==> config.mk <==
export PLATFORM = sky130hd
export DESIGN_NAME = rca_aproximado_pipe
export DESIGN_NICKNAME = d
export VERILOG_FILES = /design/src/rtl/rca_aproximado_pipe.sv
export SDC_FILE = /design/constraint.sdc
export NUM_CORES = 1
export LEC_CHECK = 0
export ABC_AREA = 0
export CAP_MARGIN = 20
export CORE_ASPECT_RATIO = 2
export CORE_MARGIN = 10
export CORE_UTILIZATION = 46
export CTS_BUF_LIST = sky130_fd_sc_hd__clkbuf_8
export DETAILED_ROUTE_END_ITERATION = 16
export PLACE_DENSITY_LB_ADDON = 0.12
export REMOVE_ABC_BUFFERS = 1
export SYNTH_ARGS = -nofsm -noshare
export SYNTH_HDL_FRONTEND = slang
export SYNTH_SLANG_ARGS = --single-unit
export TNS_END_PERCENT = 5
==> constraint.sdc <==
create_clock -name clk -period 2.3 [get_ports clk]
set_input_delay 0.46 -clock clk [delete_from_list [all_inputs] [get_ports clk]]
set_output_delay 0.46 -clock clk [all_outputs]
set_load 0.05 [all_outputs]
==> src/rtl/rca_aproximado_pipe.sv <==
// Two-stage valid/ready approximate ripple-carry adder: LSB cells approximate, the rest exact.
// Optional on-line error statistics are built when ERROR_STATS_EN is defined.
module rca_aproximado_pipe #(
  parameter int unsigned WIDTH       = 8,
  parameter int unsigned APPROX_BITS = 1,
  parameter int unsigned CNT_W       = 16
) (
  input  logic               clk,
  input  logic               rst,
  input  logic               in_valid,
  output logic               in_ready,
  input  logic [WIDTH-1:0]   a,
  input  logic [WIDTH-1:0]   b,
  input  logic               cin,
  input  logic               mode,
  output logic               out_valid,
  input  logic               out_ready,
  output logic [WIDTH:0]     sum,
  output logic               out_mode,
  input  logic               stat_clear,
  output logic [CNT_W-1:0]   err_count,
  output logic [WIDTH:0]     err_max
);

  logic             v1_q, v2_q;
  logic [WIDTH-1:0] a1_q, b1_q;
  logic             cin1_q, mode1_q;
  logic             en1, en2;
  logic [WIDTH:0]   sum_ex, sum_ap, sum_sel;

  assign en2       = ~v2_q | out_ready;
  assign en1       = ~v1_q | en2;
  assign in_ready  = en1;
  assign out_valid = v2_q;

  always_ff @(posedge clk) begin
    if (rst) begin
      v1_q    <= 1'b0;
      a1_q    <= '0;
      b1_q    <= '0;
      cin1_q  <= 1'b0;
      mode1_q <= 1'b0;
    end else if (en1) begin
      v1_q <= in_valid;
      if (in_valid) begin
        a1_q    <= a;
        b1_q    <= b;
        cin1_q  <= cin;
        mode1_q <= mode;
      end
    end
  end

  // Both ripple chains evaluated bit by bit from the stage-1 registers.
  always_comb begin
    logic c_ex, c_ap, c_nx;
    c_ex   = cin1_q;
    c_ap   = cin1_q;
    c_nx   = 1'b0;
    sum_ex = '0;
    sum_ap = '0;
    for (int i = 0; i < int'(WIDTH); i++) begin
      sum_ex[i] = a1_q[i] ^ b1_q[i] ^ c_ex;
      c_ex      = (a1_q[i] & b1_q[i]) | (a1_q[i] & c_ex) | (b1_q[i] & c_ex);
      if (i < int'(APPROX_BITS)) begin
        sum_ap[i] = a1_q[i] | b1_q[i] | c_ap;
        c_nx      = a1_q[i] & b1_q[i];
      end else begin
        sum_ap[i] = a1_q[i] ^ b1_q[i] ^ c_ap;
        c_nx      = (a1_q[i] & b1_q[i]) | (a1_q[i] & c_ap) | (b1_q[i] & c_ap);
      end
      c_ap = c_nx;
    end
    sum_ex[WIDTH] = c_ex;
    sum_ap[WIDTH] = c_ap;
  end

  assign sum_sel = mode1_q ? sum_ap : sum_ex;

  always_ff @(posedge clk) begin
    if (rst) begin
      v2_q     <= 1'b0;
      sum      <= '0;
      out_mode <= 1'b0;
    end else if (en2) begin
      v2_q <= v1_q;
      if (v1_q) begin
        sum      <= sum_sel;
        out_mode <= mode1_q;
      end
    end
  end

`ifdef ERROR_STATS_EN
  logic [WIDTH:0]   diff_d, diff_q, max_q;
  logic [CNT_W-1:0] cnt_q;

  assign diff_d = (sum_ex >= sum_ap) ? (sum_ex - sum_ap) : (sum_ap - sum_ex);

  always_ff @(posedge clk) begin
    if (rst) begin
      diff_q <= '0;
    end else if (en2 && v1_q) begin
      diff_q <= diff_d;
    end
  end

  // Clear wins over an update landing in the same cycle.
  always_ff @(posedge clk) begin
    if (rst || stat_clear) begin
      cnt_q <= '0;
      max_q <= '0;
    end else if (v2_q && out_ready && out_mode) begin
      if ((diff_q != '0) && (cnt_q != '1)) begin
        cnt_q <= cnt_q + CNT_W'(1);
      end
      if (diff_q > max_q) begin
        max_q <= diff_q;
      end
    end
  end

  assign err_count = cnt_q;
  assign err_max   = max_q;
`else
  logic unused_stat_clear;
  assign unused_stat_clear = stat_clear;
  assign err_count         = '0;
  assign err_max           = '0;
`endif

endmodule

==> results of run 1 <==
## through the flow
step           total power [uW]  hold WS [ns]
6_report                   1305        0.4606
5_1_grt                    1370        0.4853
4_1_cts                    1316        0.4610
3_5_place_dp              888.6        0.4523
3_3_place_gp              881.3        0.4503
2_1_floorplan             794.5        0.4303
## tightest hold or removal path, stage by stage, from the launching register on
cell	delay, ns
dfxtp_1	0.31
nand2_1	0.05
a21oi_1	0.05
## report_power, final
group / switching, uW / total [uW] / internal, uW
Sequential: 23.0 / 572 / 549
Combinational: 207 / 305 / 98.7
Clock: 191 / 428 / 236
## cells in the mapped netlist (all sizes together), types with 2 or more instances
master,number
nand2,46
dfxtp,30
buf,28
a21oi,24
nor2,13
ha,9
inv,5
clkbuf,4
xnor2,4
a211oi,3
nand2b,3
nor2b,3
a22o,2
a311oi,2
nand3,2
nor3,2
o21bai,2
xor2,2
## registers in the layout (all words and copies together) (netlist names)
name and flops:
mode1_q 1, cin1_q 1, out_valid 1, sum 9, a1_q 8, v1_q 1, b1_q 8, out_mode 1
## cell families (layout without fill, tap and decap cells)
logic type                 after synthesis  count (layout)  share of synthesized area (%)
buffers and inverters                   37              49                          14.47
DFF                                     30              30                          36.95
other                                    1              25                         0.2307
adders and majority gates               10              10                          8.160
AOI/OAI and AO/OA                       43              43                          17.71
and+or+nand+nor                         73              73                          19.25
xor gates and xnor gates                 6               6                          3.233
## worst paths after layout
kind / from / to / cells past startpoint
setup / recovery: a1_q[0] / sum[7] / 7
hold / removal: out_mode / out_mode / 2
setup reg to reg: a1_q[0] / sum[7] / 7
hold reg to reg: out_mode / out_mode / 2
## routing by layer
| layer | wire (um) | GRT usage (%) |
|---|---|---|
| met1 | 1224 | 11.54 |
| met2 | 2353 | 24.34 |
| met3 | 180 | 4.523 |
| met4 | 76 | 6.109 |
| met5 | 0 | 0 |
## area by class of cell
type / instances / area (sq um) / area share (%)
multi-input cells: 157 / 879.6 / 43.96
flip-flops and latches: 30 / 600.6 / 30.02
clock inverters: 2 / 8.758 / 0.4378
clock buffers: 6 / 82.58 / 4.128
inverters: 5 / 18.77 / 0.9381
repair buffers: 36 / 350.3 / 17.51
well taps: 48 / 60.06 / 3.002
==> metrics.md, run 1 <==
| Metric | Value |
|---|---|
| Seq/Total Area, Yosys | 36.95% |
| Initial Util | 47.58% |
| Row cnt | 30 |
| Remaining global-route overflow | 0 |
| Post-synth top area cell | dfxtp_1 |
| Routed WL | 3.835 mm |
| Drt wl/cell | roughly 14 um |
| R2r setup slk | 0.30 ns |
| Overall Global Routing Usage | 13.19% |
| Synth async-reset ratio | 0% |
| Power Density | ~650 nW/um^2 |
| Post-synth EDFFs | 0 |
| Hold Violations, Final | 0 |
| Top-area cell type share of the netlist area | 36.95% |
| Critical Path RT | 2.53 ns |
| Max cap viols | 0 |
| Static leakage | approximately 0.00083 uW |
| Die area | 6455 sq um |
| Share of cells above drive strength 1 | 5.932% |
| Largest net degree at the start of global routing | 21 |
| Fin cells | 284 |
| Clock latency on the worst-skew pair | 0.29 ns |
| Startpoint types | flip-flop |
| Initial DRC Count | 10 |
| Die Y | approximately 100 um |
| H-tree Lvls | 2 |
| Most frequent cells in the layout | 46 x nand2_1, 32 x clkdlybuf4s50_1, 30 x dfxtp_1 |
| Largest stage delay on the critical path | between 0.4 and 0.5 ns |
| Fin area | approximately 2000 sq um |
| Final worst-path cycle share | between 80% and 90% |
| CTS tree | built |
| Crit-path cells | inv_1, fa_1, nand2b_4, a311oi_4, o2111a_1, or4_1, nand3_1 |
| CP max-delay cell | fa_1 |
| Setup TNS | 0 ns |
| Placed instance area | 1909 sq um |
| Vias in the first global route | 1392 |
| Unrepaired setup endpoints after global routing | no |
| Total iterations of the first detailed-routing run | 4 |
| Critical path's top delay family | simple AND/OR/NAND/NOR gates |
| Number of fillers in the final layout | 329 |
| Status | complete, no violations |
| Worst Setup End Kind | flip-flop |
| # DRC | 0 |
| Via-to-Cell Ratio | 4.704 |
| Root Buffer | clkbuf_8 |
| Worst path bufs/invs | 1 |
| # resized after CTS | 0 |
| CTS sink cnt | 30 |
| Fin Clk Skew | approximately 0.0065 ns |
| Final setup viols | 0 |
| Placement Setup Slack | 0.2035 ns |
| Top_reg_cell synth | dfxtp_1 |
| CORE AREA | 3416 sq um |
| Antenna-violating nets left | 0 |
| Cell count after synthesis | 200 |
| Synth cell types | 38 |
| Max VDD drop | about 0.44 mV |
| Post-Place Cells | approximately 280 |
| CTS max path bufs | 2 |
| Synth-to-layout area growth | 23.09% |
| Post-detail-place hpwl | 3.148 mm |
| Worst Hold Class | reg2reg |
| Warnings, synthesis | 0 |
| Fmax | 500.2 MHz |
| Routability cong. | about 0.86 |
| Finished Core Util | about three fifths |
| Ant. Diodes | 0 |
| Nets | 268 |
| Slew headroom | 55.85% |
| Setup repair bufs after CTS | 0 |
| First-pass GRT wire length | 6.410 mm |
| Tightest Pin Transition | 0.6622 ns |
| Data arrival, critical path | 2.23 ns |
| Die Wd | 62.03 um |
| Initial antenna violation count | 0 |
| Slew Limit Fails | 0 |
| Min cycle time layout | 1.999 ns |
| Commonest non-fill, non-tap cell in the layout | nand2_1 |
| Main area contributors after synthesis | dfxtp_1 37%, buf_4 12%, nand2_1 11% |
| TritonCTS Buffers | 5 |
| WS Path Type | reg2reg |
| #FFs+latches synth | 30 |
| Cell Area, Synth | 1625 sq um |
| Via count | about 1300 |
| Post-CTS Hold Fix Bufs | 0 |
| Critical-path maximum fanout | 5 |
| Port bufs | 33 |
| Setup ws final | 0.3008 ns |
| Post-Syn Area per Cell | 8.127 sq um |
| Io pins | 60 |
| Clock slew at reported path FFs | approximately 0.06 ns |
Note: power is estimated with default switching activity, not from simulation.
==> run 2: changes to the inputs <==
--- a/config.mk
+++ b/config.mk
@@ -9,7 +9,7 @@
 export CAP_MARGIN = 20
 export CORE_ASPECT_RATIO = 2
 export CORE_MARGIN = 10
-export CORE_UTILIZATION = 46
+export CORE_UTILIZATION = 49
 export CTS_BUF_LIST = sky130_fd_sc_hd__clkbuf_8
 export DETAILED_ROUTE_END_ITERATION = 16
 export PLACE_DENSITY_LB_ADDON = 0.12
==> constraint.sdc (replaced) <==
create_clock -name clk -period 2.6 [get_ports clk]
set_input_delay 0.52 -clock clk [delete_from_list [all_inputs] [get_ports clk]]
set_output_delay 0.52 -clock clk [all_outputs]
set_load 0.05 [all_outputs]
==> run 2 against run 1 <==
Via count rose by 4.2%. Highest routed layer unchanged. Die area fell by 4.6%. Critical path depth fell by 3. Clock power rose by 1%.
==> metrics.md, run 2 (synthesis results as in run 1) <==
| Metric | Value |
|---|---|
| Port bufs | 33 (unchanged) |
| Most frequent cells in the layout | 46 x nand2_1, 32 x clkdlybuf4s50_1, 30 x dfxtp_1 |
| Clock slew at reported path FFs | 0.06 ns (about the same) |
| Final worst-path cycle share | 79.60% |
| R2r setup slk | 0.59 ns (+0.29 ns) |
| Final setup viols | 0 (unchanged) |
| Setup repair bufs after CTS | 0 (unchanged) |
| Critical Path RT | 2.08 ns (-0.45 ns) |
| CTS sink cnt | 30 (unchanged) |
| Total iterations of the first detailed-routing run | 4 (unchanged) |
| Placed instance area | 1888 sq um (-1.1%) |
| Worst Hold Depth | 2 (unchanged) |
| Die Wd | 60.73 um (-2.1%) |
| Root Buffer | clkbuf_8 |
| First-pass GRT wire length | 6.120 mm (-4.5%) |
| Remaining global-route overflow | 0 (unchanged) |
| Max VDD drop | 0.5217 mV (+18%) |
| Static leakage | 0.0008333 uW (+0.62%) |
| Power Density | 606.4 nW/um^2 (-7.0%) |
| Max cap viols | 0 (unchanged) |
| Worst R2R Path Depth | 7 (unchanged) |
| Worst Hold Class | reg2reg |
| Largest stage delay on the critical path | 0.40 ns (-0.07 ns) |
| Fmax | 483.2 MHz |
| Post-detail-place hpwl | 3.071 mm (-2.4%) |
| Reg with most FFs | sum |
| Status | complete, no violations |
| End of the worst hold path | cin1_q |
| CP max-delay cell | clkdlybuf4s50_1 |
| Commonest non-fill, non-tap cell in the layout | nand2_1 |
| Slew Limit Fails | 0 (unchanged) |
| Vias in the first global route | 1379 (-0.93%) |
| Share of cells above drive strength 1 | 6.356% (+0.42 points) |
| Critical path's top delay family | buffers and inverters |
| Largest registers | sum x9, a1_q x8, b1_q x8 |
| Hold Violations, Final | 0 (unchanged) |
| CTS tree | built |
| CORE AREA | 3193 sq um (-6.5%) |
| Routability cong. | 0.8176 (-4.9%) |
| Critical-path maximum fanout | 5 (unchanged) |
| Overall power | 1212 uW (-7.1%) |
| Synth-to-layout area growth | 22.94% |
| Via count | 1392 (+4.2%) |
| Overall Global Routing Usage | 12.81% (-0.38 points) |
| Row cnt | 29 (-3.3%) |
| Crit path depth | 4 (-3) |
| Reg-to-reg critical path endpoint | sum[7] |
| Routed WL | 3.850 mm (+0.39%) |
| Io pins | 60 (unchanged) |
| Clock latency on the worst-skew pair | 0.29 ns (about the same) |
| Setup TNS | 0 ns (unchanged) |
| Largest net degree at the start of global routing | 21 (unchanged) |
| FF-to-FF Start | a1_q[0] |
| Worst hold start | cin1_q |
| Slew headroom | 54.60% (-1.3 points) |
| Fin Clk Skew | 0.003780 ns (-0.002768 ns) |
| Max FFs per register | 9 (unchanged) |
| Startpoint types | input pin |
| Data arrival, critical path | 1.55 ns (-0.68 ns) |
| Min cycle time layout | 2.070 ns |
| Die Y | 101.5 um (-2.5%) |
| TritonCTS Buffers | 5 (unchanged) |
| Crit-path cells | clkdlybuf4s50_1, nor2b_1, nand2_1, buf_4 |
| Initial antenna violation count | 0 (unchanged) |
| Initial Util | 50.90% (+3.3 points) |
| Tightest Pin Transition | 0.6810 ns (+0.01884 ns) |
| CTS max path bufs | 2 (unchanged) |
| Worst path bufs/invs | 2 (+1) |
| Fin area | 1998 sq um (-0.12%) |
| Nets | 268 (unchanged) |
| Ant. Diodes | 0 (unchanged) |
| Drt wl/cell | 14.42 um (+6.8%) |
| Initial DRC Count | 25 (+15) |
| Die area | 6161 sq um (-4.6%) |
| Via-to-Cell Ratio | 5.213 (+11%) |
| # DRC | 0 (unchanged) |
| # resized after CTS | 0 (unchanged) |
| H-tree Lvls | 2 (unchanged) |
| Antenna-violating nets left | 0 (unchanged) |
| Post-CTS Hold Fix Bufs | 0 (unchanged) |
| Unrepaired setup endpoints after global routing | no |
| Worst Setup End Kind | output pin |
| WS Path Type | in2out |
## run 2: metrics by stage
| stage | setup WS, ns | std cells | utilization [%] | hold WS (ns) |
|---|---|---|---|---|
| floorplan | 0.5877 | 192 | - | 0.4303 |
| global placement | 0.5534 | 259 | 59.13 | 0.4509 |
| detailed placement | 0.4716 | 259 | 59.13 | 0.4628 |
| CTS | 0.5406 | 267 | 62.58 | 0.4721 |
| global route | 0.4753 | 267 | 62.58 | 0.4854 |
| finish | 0.5305 | 267 | 62.58 | 0.4671 |
## run 2: tightest hold or removal path: stages, from the launching register on
cell and delay, ns:
dfxtp_1 0.31, nand2_1 0.05, a21oi_1 0.06
## run 2: area by class of cell
type,count,area (sq um)
clock buffer,8,110.1
fill,319,1195
inverter,5,18.77
multi-input combinational,157,879.6
sequential,30,600.6
tap,31,38.79
timing repair buffer,36,350.3
## run 2: worst max-delay path by stage
| stage | from | end |
|---|---|---|
| 2_1_floorplan | out_valid | a1_q[0] |
| 3_3_place_gp | out_ready | a1_q[6] |
| 3_5_place_dp | out_ready | b1_q[4] |
| 4_1_cts | out_ready | in_ready |
| 5_1_grt | out_ready | in_ready |
| 6_report | out_ready | in_ready |
## run 2: power breakdown
| group | switching (uW) | internal (uW) |
|---|---|---|
| combinational | 185 | 87.3 |
| clock | 167 | 267 |
| sequential | 20.3 | 486 |
## run 2: metal layers
metal / track usage (%) / routed length, um
met1: 11.08 / 1269
met5: 0 / 0
met3: 4.511 / 346
met2: 23.40 / 2119
met4: 7.640 / 115
==> run 3: changes to the inputs <==
--- a/config.mk
+++ b/config.mk
@@ -9,7 +9,7 @@
 export CAP_MARGIN = 20
 export CORE_ASPECT_RATIO = 2
 export CORE_MARGIN = 10
-export CORE_UTILIZATION = 49
+export CORE_UTILIZATION = 46
 export CTS_BUF_LIST = sky130_fd_sc_hd__clkbuf_8
 export DETAILED_ROUTE_END_ITERATION = 16
 export PLACE_DENSITY_LB_ADDON = 0.12
==> constraint.sdc (replaced) <==
create_clock -name clk -period 2.09 [get_ports clk]
set_input_delay 0.418 -clock clk [delete_from_list [all_inputs] [get_ports clk]]
set_output_delay 0.418 -clock clk [all_outputs]
set_load 0.05 [all_outputs]
==> run 3 against run 2 <==
Sequential share of layout area shrank 0.43 points. Combinational power grew 25%. Sequential power grew 25%. Die area grew 4.8%. Register-to-register slack lost 0.43 ns. Clock skew grew 0.0049 ns. Utilization shrank 3.2 points. Setup slack lost 0.37 ns. Wire length shrank 0.23%. Final area grew 1.4%. Hold slack lost 0.012 ns. Critical path type is now reg2reg. Critical endpoint is now sum[7].
==> metrics.md, run 3 (synthesis results as in run 1) <==
| Metric | Value |
|---|---|
| Ant. Diodes | 0 (unchanged) |
| # DRC | 0 (unchanged) |
| Finished Core Util | 59.34% (-3.2 points) |
| Total iterations of the first detailed-routing run | 4 (unchanged) |
| Largest registers | sum x9, a1_q x8, b1_q x8 |
| Worst path bufs/invs | 1 (-1) |
| Clock latency on the worst-skew pair | 0.28 ns (about the same) |
| Max FFs per register | 9 (unchanged) |
| Slew headroom | 54.20% (-0.40 points) |
| Startpoint types | flip-flop |
| Worst Setup SP | a1_q[0] |
| Final worst-path cycle share | between 90 and 100% |
| Slew Limit Fails | 0 (unchanged) |
| Nets | 269 (+0.37%) |
| Tightest Pin Transition | 0.6870 ns (+0.005960 ns) |
| Min cycle time layout | 1.930 ns |
| Row cnt | 30 (+3.4%) |
| Antenna-violating nets left | 0 (unchanged) |
| Critical Path RT | 2.32 ns (+0.24 ns) |
| Most frequent cells in the layout | 46 x nand2_1, 32 x clkdlybuf4s50_1, 30 x dfxtp_1 |
| Root Buffer | clkbuf_8 |
| Hold Violations, Final | 0 (unchanged) |
| Worst Hold Class | reg2reg |
| Die area | 6455 sq um (+4.8%) |
| Overall Global Routing Usage | 12.81% (about the same) |
| WS Path Type | reg2reg |
| Fmax | 518.0 MHz |
| Post-detail-place hpwl | 3.134 mm (+2.1%) |
| Vias in the first global route | 1394 (+1.1%) |
| Largest net degree at the start of global routing | 21 (unchanged) |
| Max cap viols | 0 (unchanged) |
| Critical-path maximum fanout | 5 (unchanged) |
| Largest stage delay on the critical path | 0.41 ns (about the same) |
| Initial Util | 47.58% (-3.3 points) |
| CP max-delay cell | fa_2 |
| Crit-path cells | inv_1, fa_2, nand2b_4, a311oi_4, o2111a_2, or4_1, nand3_1 |
| Routed WL | 3.841 mm (-0.23%) |
| Final setup viols | 0 (unchanged) |
| Static leakage | 0.0008420 uW (+1.0%) |
| Setup TNS | 0 ns (unchanged) |
| Die Y | 104.1 um (+2.6%) |
| First-pass GRT wire length | 6.396 mm (+4.5%) |
| Reg with most FFs | sum |
| Post-CTS Hold Fix Bufs | 0 (unchanged) |
| Worst Setup End Kind | flip-flop |
| H-tree Lvls | 2 (unchanged) |
| Commonest non-fill, non-tap cell in the layout | nand2_1 |
| Initial antenna violation count | 0 (unchanged) |
| Via count | 1354 (-2.7%) |
| CTS max path bufs | 2 (unchanged) |
| FF-to-FF Start | a1_q[0] |
| Share of cells above drive strength 1 | 6.751% (+0.40 points) |
| Drt wl/cell | 13.48 um (-6.5%) |
| Worst hold start | out_mode |
| Clock slew at reported path FFs | 0.06 ns (about the same) |
| Synth-to-layout area growth | 24.71% |
| Io pins | 60 (unchanged) |
| CTS sink cnt | 30 (unchanged) |
| Critical path's top delay family | simple AND/OR/NAND/NOR gates |
| Unrepaired setup endpoints after global routing | no |
| Status | complete, no violations |
| R2r setup slk | 0.16 ns (-0.43 ns) |
| Data arrival, critical path | 2.16 ns (+0.61 ns) |
| Setup repair bufs after CTS | 0 (unchanged) |
| CORE AREA | 3416 sq um (+7.0%) |
| Max VDD drop | 0.6158 mV (+18%) |
| Via-to-Cell Ratio | 4.751 (-8.9%) |
| Power Density | 750.9 nW/um^2 (+24%) |
| TritonCTS Buffers | 5 (unchanged) |
| Initial DRC Count | 20 (-20%) |
| Die Wd | 62.03 um (+2.1%) |
| Routability cong. | 0.8721 (+6.7%) |
| Fin Clk Skew | 0.008717 ns (+0.004936 ns) |
| Remaining global-route overflow | 0 (unchanged) |
| CTS tree | built |
| Port bufs | 33 (unchanged) |
run 3: path summary, 6_finish.rpt:
check,endpoint,depth (start not counted)
setup / recovery,sum[7],7
hold / removal,out_mode,2
setup reg to reg,sum[7],7
hold reg to reg,out_mode,2
run 3: metrics by stage:
stage / cell area, sq um / cells / power [uW] / worst slack, ns / hold slack, ns
after global routing: 2027 / 285 / 1587 / 0.05236 / 0.4789
after detailed placement: 1917 / 277 / 979.7 / 0.02594 / 0.4499
final: 2027 / 285 / 1522 / 0.1595 / 0.4553
after global placement: 1917 / 277 / 971.0 / 0.1131 / 0.4506
after floorplan: 1499 / 192 / 874.4 / 0.07772 / 0.4303
after CTS: 2023 / 285 / 1532 / 0.07485 / 0.4587
run 3: cell type report:
| type | instances | area [sq um] |
|---|---|---|
| Clock buffer | 5 | 68.82 |
| Clock inverter | 3 | 37.54 |
| Fill cell | 333 | 1389 |
| Inverter | 5 | 18.77 |
| Multi-Input combinational cell | 157 | 883.3 |
| Sequential cell | 30 | 600.6 |
| Tap cell | 48 | 60.06 |
| Timing Repair Buffer | 37 | 357.8 |
run 3: report_power, final:
group / switching [uW] / internal [uW]
Combinational: 229 / 110
Clock: 206 / 346
Sequential: 25.8 / 604
Total: 462 / 1060
run 3: layer usage:
metal	part of all wire (%)	GRT usage, %	vias up
met5	0	0	-
met4	1.7	5.305	0
met3	4.9	3.545	7
met2	62	24.19	30
met1	32	11.46	628
li1	-	-	689
run 3: tightest hold or removal path, stage by stage, from the launching register on:
cell	delay [ns]
dfxtp_1	0.31
nand2_1	0.05
a21oi_1	0.05
run 3: what timing repair did:
action | 4_1_cts | 5_1_grt
setup endpoints to repair | 0 | 1
gates resized for setup | 0 | 2
endpoints found under the hold margin | 0 | 0
